$ cat config.mk
export PLATFORM = sky130hd
export DESIGN_NAME = ise_sorter
export DESIGN_NICKNAME = d
export VERILOG_FILES = /design/src/rtl/ise_sorter.sv
export SDC_FILE = /design/constraint.sdc
export NUM_CORES = 2
export LEC_CHECK = 0
export BUFFER_PORTS_ARGS = -buffer_cell sky130_fd_sc_hd__buf_2
export CORE_MARGIN = 4
export CORE_UTILIZATION = 40
export CTS_CLUSTER_DIAMETER = 50
export CTS_CLUSTER_SIZE = 24
export DETAILED_ROUTE_END_ITERATION = 6
export SLEW_MARGIN = 20
export SYNTH_ARGS = -nofsm -noshare
export SYNTH_HDL_FRONTEND = slang
export SYNTH_SLANG_ARGS = --single-unit
$ cat constraint.sdc
create_clock -name clk -period 92.7 [get_ports clk]
set_input_delay 9.27 -clock clk [delete_from_list [all_inputs] [get_ports clk]]
set_output_delay 9.27 -clock clk [all_outputs]
set_load 0.05 [all_outputs]
$ cat src/rtl/ise_sorter.sv
// Image sort engine: classifies each image of a frame set by dominant colour,
// keeps a stably sorted table of (class, mean, id) and streams it out.
module ise_sorter #(
    parameter int unsigned NUM_IMG = 32,
    parameter int unsigned PIX_CNT = 16384,
    parameter int unsigned COLOR_W = 8,
    parameter int unsigned FRAC_W  = 3,
    localparam int unsigned IDX_W  = $clog2(NUM_IMG),
    localparam int unsigned CNT_W  = $clog2(PIX_CNT + 1),
    localparam int unsigned MEAN_W = COLOR_W + FRAC_W
) (
    input  logic                 clk,
    input  logic                 reset,
    input  logic                 pixel_valid,
    input  logic [IDX_W-1:0]     image_in_index,
    input  logic [3*COLOR_W-1:0] pixel_in,
    input  logic                 mode_desc,
    output logic                 busy,
    output logic                 out_valid,
    input  logic                 out_ready,
    output logic [1:0]           color_index,
    output logic [IDX_W-1:0]     image_out_index,
    output logic [MEAN_W-1:0]    mean_out,
    output logic                 done
);
    localparam int unsigned SUM_W = COLOR_W + CNT_W;
    localparam int unsigned NUM_W = SUM_W + FRAC_W;

    typedef enum logic [2:0] {S_ACC, S_FIND, S_SHIFT, S_CLEAR, S_OUT} state_t;

    typedef struct packed {
        logic [1:0]        cls;
        logic [IDX_W-1:0]  idx;
        logic [MEAN_W-1:0] mean;
    } entry_t;

    state_t             state, state_d;
    entry_t             tbl [NUM_IMG];
    logic [CNT_W-1:0]   cnt [3];
    logic [SUM_W-1:0]   sum [3];
    logic [CNT_W-1:0]   pix_cnt;
    logic [IDX_W-1:0]   cur_idx, n, p, s, k;
    logic               mode;
    logic               busy_d, out_valid_d, done_d;

    logic [COLOR_W-1:0] r_c, g_c, b_c, pix_comp_c;
    logic [1:0]         pix_cls_c;
    logic [CNT_W-1:0]   sel_cnt_c;
    logic [SUM_W-1:0]   sel_sum_c;
    entry_t             new_c, cand_c;
    logic               after_c, accept_c, last_pix_c, hs_c, last_out_c;
    logic               found_c, full_c;

    // Per-pixel class, ties resolved R over G over B
    always_comb begin
        r_c        = pixel_in[3*COLOR_W-1 -: COLOR_W];
        g_c        = pixel_in[2*COLOR_W-1 -: COLOR_W];
        b_c        = pixel_in[COLOR_W-1:0];
        pix_cls_c  = 2'd2;
        pix_comp_c = b_c;
        if (r_c >= g_c && r_c >= b_c) begin
            pix_cls_c  = 2'd0;
            pix_comp_c = r_c;
        end else if (g_c >= b_c) begin
            pix_cls_c  = 2'd1;
            pix_comp_c = g_c;
        end
    end

    // Image class by majority count and its fixed-point mean
    always_comb begin
        new_c.cls = 2'd2;
        sel_cnt_c = cnt[2];
        sel_sum_c = sum[2];
        if (cnt[0] >= cnt[1] && cnt[0] >= cnt[2]) begin
            new_c.cls = 2'd0;
            sel_cnt_c = cnt[0];
            sel_sum_c = sum[0];
        end else if (cnt[1] >= cnt[2]) begin
            new_c.cls = 2'd1;
            sel_cnt_c = cnt[1];
            sel_sum_c = sum[1];
        end
        new_c.idx  = cur_idx;
        new_c.mean = MEAN_W'({sel_sum_c, {FRAC_W{1'b0}}} / NUM_W'(sel_cnt_c));
    end

    // Does the stored entry at p sort strictly after the new one
    always_comb begin
        cand_c  = tbl[p];
        after_c = 1'b0;
        if (cand_c.cls != new_c.cls)
            after_c = cand_c.cls > new_c.cls;
        else if (mode)
            after_c = cand_c.mean < new_c.mean;
        else
            after_c = cand_c.mean > new_c.mean;
    end

    assign accept_c   = pixel_valid && !busy;
    assign last_pix_c = accept_c && (pix_cnt == CNT_W'(PIX_CNT - 1));
    assign hs_c       = out_valid && out_ready;
    assign last_out_c = hs_c && (k == IDX_W'(NUM_IMG - 1));
    assign found_c    = (p == n) || after_c;
    assign full_c     = (n == IDX_W'(NUM_IMG - 1));

    always_comb begin
        state_d     = state;
        busy_d      = 1'b0;
        out_valid_d = 1'b0;
        done_d      = 1'b0;
        case (state)
            S_ACC:   if (last_pix_c) state_d = S_FIND;
            S_FIND:  if (found_c) state_d = S_SHIFT;
            S_SHIFT: if (s == p) state_d = S_CLEAR;
            S_CLEAR: state_d = full_c ? S_OUT : S_ACC;
            S_OUT:   if (last_out_c) state_d = S_ACC;
            default: state_d = S_ACC;
        endcase
        busy_d      = (state_d != S_ACC);
        out_valid_d = (state_d == S_OUT);
        done_d      = (state == S_OUT) && last_out_c;
    end

    always_ff @(posedge clk or negedge reset) begin
        if (!reset) begin
            state     <= S_ACC;
            busy      <= 1'b0;
            out_valid <= 1'b0;
            done      <= 1'b0;
        end else begin
            state     <= state_d;
            busy      <= busy_d;
            out_valid <= out_valid_d;
            done      <= done_d;
        end
    end

    always_ff @(posedge clk or negedge reset) begin
        if (!reset) begin
            for (int i = 0; i < NUM_IMG; i++) tbl[i] <= '0;
            for (int c = 0; c < 3; c++) begin
                cnt[c] <= '0;
                sum[c] <= '0;
            end
            pix_cnt         <= '0;
            cur_idx         <= '0;
            n               <= '0;
            p               <= '0;
            s               <= '0;
            k               <= '0;
            mode            <= 1'b0;
            color_index     <= '0;
            image_out_index <= '0;
            mean_out        <= '0;
        end else begin
            case (state)
                S_ACC: begin
                    p <= '0;
                    if (accept_c) begin
                        for (int c = 0; c < 3; c++) begin
                            if (pix_cls_c == 2'(c)) begin
                                cnt[c] <= cnt[c] + CNT_W'(1);
                                sum[c] <= sum[c] + SUM_W'(pix_comp_c);
                            end
                        end
                        pix_cnt <= pix_cnt + CNT_W'(1);
                        if (pix_cnt == '0) cur_idx <= image_in_index;
                        if (pix_cnt == '0 && n == '0) mode <= mode_desc;
                    end
                end
                S_FIND: begin
                    if (found_c) s <= n;
                    else         p <= p + IDX_W'(1);
                end
                S_SHIFT: begin
                    // Walk the hole down from n to p, then drop the new entry in
                    if (s != p) begin
                        tbl[s] <= tbl[s - IDX_W'(1)];
                        s      <= s - IDX_W'(1);
                    end else begin
                        tbl[p] <= new_c;
                    end
                end
                S_CLEAR: begin
                    for (int c = 0; c < 3; c++) begin
                        cnt[c] <= '0;
                        sum[c] <= '0;
                    end
                    pix_cnt <= '0;
                    k       <= '0;
                    if (full_c) begin
                        color_index     <= tbl[0].cls;
                        image_out_index <= tbl[0].idx;
                        mean_out        <= tbl[0].mean;
                    end else begin
                        n <= n + IDX_W'(1);
                    end
                end
                S_OUT: begin
                    if (last_out_c) begin
                        n               <= '0;
                        k               <= '0;
                        color_index     <= '0;
                        image_out_index <= '0;
                        mean_out        <= '0;
                    end else if (hs_c) begin
                        k               <= k + IDX_W'(1);
                        color_index     <= tbl[k + IDX_W'(1)].cls;
                        image_out_index <= tbl[k + IDX_W'(1)].idx;
                        mean_out        <= tbl[k + IDX_W'(1)].mean;
                    end
                end
                default: ;
            endcase
        end
    end
endmodule

Yosys cells after proc, flatten, opt, wreduce, memory -nomap -nowiden:

Index checks and enable logic that the tools add are counted.

* bits in registers: 755
* bits of input ports: 34
* word-level logic and storage cells: 273

* add/subtract/negate cells: 11
* divide/modulo/power cells: 1
* $lt $le $gt $ge: 15
* equality and inequality tests: 25
* muxes and demuxes: 69
* bitwise gates (word level): 4
* reduce and logical (&&, ||, !) cells: 32

Operators with widths (number)
* 576-bit bitwise mux: 2
* 576-bit 2-to-1 mux: 1
* 18-bit binary-select mux with 5-bit select: 3
* 18-bit demux with 5-bit select: 2
* 18-bit 2-to-1 mux: 8
* 69-bit one-hot mux with 2 select lines: 1
* 23-bit 2-to-1 mux: 5
* 15-bit 2-to-1 mux: 6
* 45-bit one-hot mux with 2 select lines: 1
* 23-bit by 8-bit adder with 23-bit output: 3
* 69-bit 2-to-1 mux: 1
* 15-bit by 1-bit adder with 15-bit output, second input constant: 4
* 5-bit 2-to-1 mux: 10
* 5-bit one-hot mux with 2 select lines: 5
* 15-bit greater-or-equal comparator: 3
* 45-bit 2-to-1 mux: 1
* 11-bit 2-to-1 mux: 3
* 15-bit one-hot mux with 2 select lines: 1
* 26-bit by 15-bit divider with 26-bit output: 1
* 6-bit greater-or-equal comparator, second input constant: 4
* 8-bit greater-or-equal comparator: 3
* 5-bit inverter with 6-bit output: 4
* 3-bit AND reduction: 8
* 11-bit one-hot mux with 2 select lines: 1
* other kinds (34): 76

Logic depth before layout (Yosys ltp):

* depth after elaboration: 11
* mapped depth: 407
* depth with buffers taken out: 370

Least setup slack after synthesis:

OpenSTA, ideal clock, no wires.

* path kind: register to register
* start: register cnt[24] (netlist bit)
* end: register busy
* setup time: 0.131 ns
* arrival time: 70.618 ns
* data required time: 92.569 ns
* slack: 21.951 ns
* stages on the path, launching flop included: 386
* path buffers: 34
* period minus slack after synthesis: 70.749 ns
* path through: dfrtp_1 > clkbuf_1 > inv_1 > ha_1 > a21o_1 > a21oi_1 > a21oi_1 > a311oi_4 > a21oi_2 > clkbuf_1 > clkbuf_1 > a21oi_1 > a21oi_1 > ha_1 > a21oi_1 > ha_1 > or3_1 > nand3_1 > [350 not listed] > nand2b_1 > a21oi_1 > nor2b_1 > o21ai_0 > nand2b_1 > a21oi_1 > nor2b_1 > o21ai_0 > nand2b_1 > a21oi_1 > nor3_1 > a21oi_1 > a31oi_1 > a31oi_1 > and3_1 > clkbuf_1 > a211o_1 > or3_1

* cells in the longest elaborated chain, start to end: 11
* elaborated cells between the ends (all ways): 20
* classes of those cells: 1 x div; 5 x order compare; 1 x eq/ne; 10 x mux; 3 x reduce/logical

RTL lines
* from (decl): line 39 `logic [CNT_W-1:0] cnt [3];`
* from (signal, indexed assignment): line 163 `cnt[c] <= cnt[c] + CNT_W'(1);`
* 15-bit greater-or-equal comparator (on tied branches): line 79, 75
* 23-bit 2-to-1 mux, or another cell as far along: line 79 `end else if (cnt[1] >= cnt[2]) begin`
* 23-bit 2-to-1 mux / 15-bit 2-to-1 mux (equally long branches): line 75 `if (cnt[0] >= cnt[1] && cnt[0] >= cnt[2]) begin`
* 26-bit by 15-bit divider with 26-bit output: line 85 `new_c.mean = MEAN_W'({sel_sum_c, {FRAC_W{1'b0}}} / NUM_W'(sel_cnt_c));`
* 11-bit greater-than comparator / 11-bit less-than comparator (equally long branches): line 97, 95
* 1-bit 2-to-1 mux: line 94 `else if (mode)`
* 1-bit 2-to-1 mux *: line 92 `if (cand_c.cls != new_c.cls)`
* 1-bit logical OR *: line 104 `assign found_c = (p == n) || after_c;`
* 3-bit 2-to-1 mux *: line 114 `S_FIND: if (found_c) state_d = S_SHIFT;`
* 3-bit one-hot mux with 5 select lines *: line 112 `case (state)`
* via state_d[0]: line 37 `state_t state, state_d;`
* 3-bit nonzero test *: line 120 `busy_d = (state_d != S_ACC);`
* via busy_d: line 44 `logic busy_d, out_valid_d, done_d;`
* to (signal assigned): line 133 `busy <= busy_d;`
* to (decl): line 18 `output logic busy,`

The timed path passes the listed nets; every way through them passes the cells marked *.
A chain may end at the register's enable or synchronous reset.

Worst setup path after layout:

* start: register cnt[11] (netlist bit)
* end: register p[4]

* cells in the longest elaborated chain, start to end: 10
* elaborated cells between the ends (all ways): 19
* classes of those cells: 1 x div; 5 x order compare; 2 x eq/ne; 8 x mux; 3 x reduce/logical

RTL lines
* 15-bit greater-or-equal comparator (on tied branches): line 79, 75
* 23-bit 2-to-1 mux, or another cell as far along: line 79
* 23-bit 2-to-1 mux / 15-bit 2-to-1 mux (equally long branches): line 75
* 26-bit by 15-bit divider with 26-bit output: line 85
* 11-bit greater-than comparator / 11-bit less-than comparator (equally long branches): line 97, 95
* 1-bit 2-to-1 mux: line 94
* 1-bit 2-to-1 mux *: line 92
* 1-bit logical OR *: line 104
* 2-bit != test (no source line) *
* 2-bit AND reduction (no source line) *
* to (signal assigned): line 174 `else p <= p + IDX_W'(1);`
* to (decl): line 42 `logic [IDX_W-1:0] cur_idx, n, p, s, k;`

Mark *: on every way between the ends. The rest lies on a longest branch, timed or not.

==> results by group <==
Status
  • Status: complete, but fails checks
  • Failing checks: design-rule violations

Finish
  • Nets: 7421
  • Layout cell share with drive strength beyond 1: 0.166
  • Fin cells: between 9000 and 10000
  • Post-layout util: 0.443
  • Syn-to-layout area delta: 9.68%

Yosys
  • FFs w/ async S/R, synth: 1.00
  • YS warnings: 0
  • Synth cell types: 130
  • Mapped Cells: between 7000 and 8000
  • Post-Syn Area: between 60000 and 70000 um2
  • Area contributors post-synth: dfrtp_1, mux4_2, ha_1
  • Syn_nets: roughly 7600
  • Post-Syn Area per Cell: roughly 9 um2
  • Cell taking the most area after synthesis: dfrtp_1
  • #FFs+latches synth: ~760
  • Post-synth EDFFs: 0
  • Sequential share of the synthesized area: 0.286
  • Top cell type's share of synthesized area: 0.286
  • Post-synth top flop: dfrtp_1

Power and ir drop
  • Overall power: ~930 uW
  • Leak: around 29 nW
  • Pwr/cell area: 12.9 nW/um2
  • Worst vdd ir: between 0.02 and 0.025 mV

Drt
  • DRT Wirelength: approximately 270000 um
  • Initial DRT Pass Iterations: 7
  • Routed Antenna Nets: 0
  • Routed vias/inst: roughly 6.8
  • Wirelength per Cell: 29.0 um
  • Vias: between 60000 and 70000
  • Drt initial violations: ~8400
  • DRC: 1

Floorplanning
  • Rows: 148
  • Ports: 55
  • Die area: ~170000 um2
  • Initial Util: 0.404
  • Core Area: 163000 um2
  • Die H: about 410 um
  • Die W: roughly 410 um

STA
  • Slew HR: 0.0899
  • RSZ-0062 raised after global routing: false
  • Final Setup Violations: 0
  • Minimum clock period: ~80000 ps
  • Pins Over Slew Limit: 0
  • Worst Tran Pin Value: ~1400 ps
  • Crit share post-route: 0.875
  • Max Clk Rate: about 12 MHz
  • Worst Clk Skew: 112 ps
  • Setup TNS: 0 ps
  • Final Hold Vio Count: 0
  • Final worst slack: between 10000 and 15000 ps

Clock tree
  • Post-CTS setup buffer count: 0
  • # clock sinks: 755
  • Clock tree from TritonCTS: done
  • Inserted Clock Buffers: between 90 and 100
  • CTS resizes: 0
  • H-tree depth: 3
  • Clock-pin slew on the worst setup and hold paths: 70 ps
  • Hold_buf cts: 0
  • Clock root buffer: clkbuf_16
  • Skew-Pair Late Insertion Delay: between 700 and 800 ps
  • Max clock buf depth: 3

Placed design
  • I/O Buffers: 54
  • Setup WS pre-CTS: around 13000 ps
  • RePlAce Congestion: between 1 and 1.5
  • Cells after DPL: between 9000 and 10000
  • DPL Wire Length: approximately 180000 um

Hold path
  • HP Class: flip-flop to flip-flop
  • Worst hold start: tbl[281]$_DFFE_PN0P_

GRT
  • Global route overflow: 0
  • Gr usage total: 0.301
  • Initial antenna violation count: 7
  • Largest net degree at the start of global routing: about 250
  • First-pass GRT wire length: 396000 um
  • Number of global-route vias before repair: ~60000

Setup path
  • Crit Path Max Fanout: 63
  • CP Capture Type: flip-flop
  • CP startpoint kind: flip-flop
  • CP Class: flip-flop to flip-flop
  • CP max stage delay: 880 ps
  • CP max-delay cell: inv_2
  • Most frequent CP cell: o21a_1
  • CP bufs+invs: 32
  • Worst Setup SP: cnt[11]$_DFFE_PN0P_
  • Worst path top cell family by delay: compound AO/OA/AOI/OAI gates
  • Required @ worst endpoint: just over 90000 ps
  • Worst path arrival time: about 82000 ps
  • Worst R2R Start: cnt[11]$_DFFE_PN0P_

Run
  • Max-Cap Viols: 0
placed cells by master (no fill, tap or decap), types with 18 or more instances in the layout:
cell / Yosys / routed
a31oi_1: 38 / 38
buf_2: 30 / 53
dfrtp_1: 755 / 751
o21ai_2: 5 / 28
nor4_1: 25 / 24
nor2_1: 610 / 587
nor3_1: 136 / 135
and2_1: 32 / 31
nor2b_1: 57 / 56
nand3_1: 125 / 125
mux2i_1: 77 / 66
or3_1: 58 / 58
o211ai_1: 40 / 40
xor2_1: 104 / 102
o21a_1: 118 / 118
o22ai_1: 251 / 251
or2_2: 23 / 23
o21ai_1: 49 / 18
a211oi_1: 24 / 24
nand2_1: 804 / 804
ha_1: 408 / 406
a22oi_1: 228 / 228
a21oi_1: 440 / 429
xnor2_1: 147 / 144
o21ai_0: 567 / 566
a22o_1: 198 / 198
mux4_2: 464 / 464
buf_4: 6 / 181
a21o_1: 77 / 76
nand4_1: 51 / 51
nand2b_1: 57 / 57
inv_1: 157 / 155
o21bai_1: 21 / 21
and3_1: 39 / 39
clkbuf_16: 0 / 96
mux2_2: 79 / 79
nor2_2: 0 / 23
o31ai_1: 106 / 106
routing by layer:
metal	GRT usage	vias up	part of all wire
met3	0.0894	1062	0.11
li1	-	26808	-
met1	0.371	30489	0.37
met4	0.197	10	0.079
met2	0.458	4111	0.44
met5	0.00361	-	0.00044
worst reg2reg max path: cells and delay by family, from the launching register on:
family                     cells  cell delay, ps
AOI/OAI and AO/OA            203           44220
and+or+nand+nor               89           15050
buffers and inverters         32           10470
adders and majority gates     28            8780
muxes                          6            2050
DFF                            1             490
registers in the layout (all words and copies together) (netlist names), 11 cells and up:
register  cells
pix_cnt      15
sum          69
mean_out     11
cnt          45
tbl         576
where the power goes:
group / switching (mW) / total, mW / internal [mW]
clock: 0.182 / 0.400 / 0.219
sequential: 0.00902 / 0.343 / 0.334
combinational: 0.126 / 0.191 / 0.0655
synth_stat cells (9+ instances only):
| cell | n |
|---|---|
| nand2_1 | 804 |
| dfrtp_1 | 755 |
| nor2_1 | 610 |
| o21ai_0 | 567 |
| mux4_2 | 464 |
| a21oi_1 | 440 |
| ha_1 | 408 |
| clkbuf_1 | 404 |
| o22ai_1 | 251 |
| a22oi_1 | 228 |
| a22o_1 | 198 |
| inv_1 | 157 |
| xnor2_1 | 147 |
| nor3_1 | 136 |
| nand3_1 | 125 |
| o21a_1 | 118 |
| o31ai_1 | 106 |
| xor2_1 | 104 |
| buf_1 | 83 |
| mux2_2 | 79 |
| a21o_1 | 77 |
| mux2i_1 | 77 |
| or3_1 | 58 |
| nand2b_1 | 57 |
| nor2b_1 | 57 |
| nand4_1 | 51 |
| o21ai_1 | 49 |
| o211ai_1 | 40 |
| and3_1 | 39 |
| a31oi_1 | 38 |
| and2_1 | 32 |
| buf_2 | 30 |
| nor4_1 | 25 |
| a211oi_1 | 24 |
| or2_2 | 23 |
| o21bai_1 | 21 |
| a21boi_0 | 15 |
| a211o_1 | 12 |
| nand3b_1 | 11 |
| nor3b_1 | 10 |
| or4_1 | 10 |
| a221o_1 | 9 |
| buf_6 | 9 |
layout make-up:
| class | instances | area, um2 |
|---|---|---|
| clock inverter | 72 | 907 |
| clock buffer | 104 | 2470 |
| tap | 2175 | 2720 |
| antenna | 3 | 7.51 |
| multi-input combinational | 5713 | 44900 |
| sequential | 755 | 18900 |
| inverter | 166 | 629 |
| timing repair buffer | 244 | 1840 |
| fill | 15708 | 90900 |
path summary, 6_finish.rpt:
check	to	slack, ps	depth (start not counted)
min in group asynchronous	tbl[376]$_DFFE_PN0P_	8530	1
worst min register to register	tbl[281]$_DFFE_PN0P_	510	2
max in group asynchronous	mode$_DFFE_PN0P_	81010	4
worst max-delay path	p[4]$_DFFE_PN0P_	11550	358
worst max register to register	p[4]$_DFFE_PN0P_	11550	358
worst min-delay path	tbl[281]$_DFFE_PN0P_	510	2
cells by family (layout without fill, tap and decap cells):
logic type               after synthesis  count (layout)  synth area share
multiplexers                         629             629             0.185
AO/OA/AOI/OAI                       2327            2327             0.230
other                                  0               3                 0
AND/OR/NAND/NOR                     2094            2094             0.144
buffers and inverters                702             586            0.0423
flip-flops                           755             755             0.286
adder cells (fa/ha/maj)              412             412            0.0786
XOR/XNOR                             251             251            0.0333
per-stage QoR:
stage,hold slack (ps),area [um2]
CTS,505,72300
floorplan,456,66000
global route,525,72400
global placement,470,68900
finish,507,72400
detailed placement,487,68900
Power figures use the tool's default switching activity.
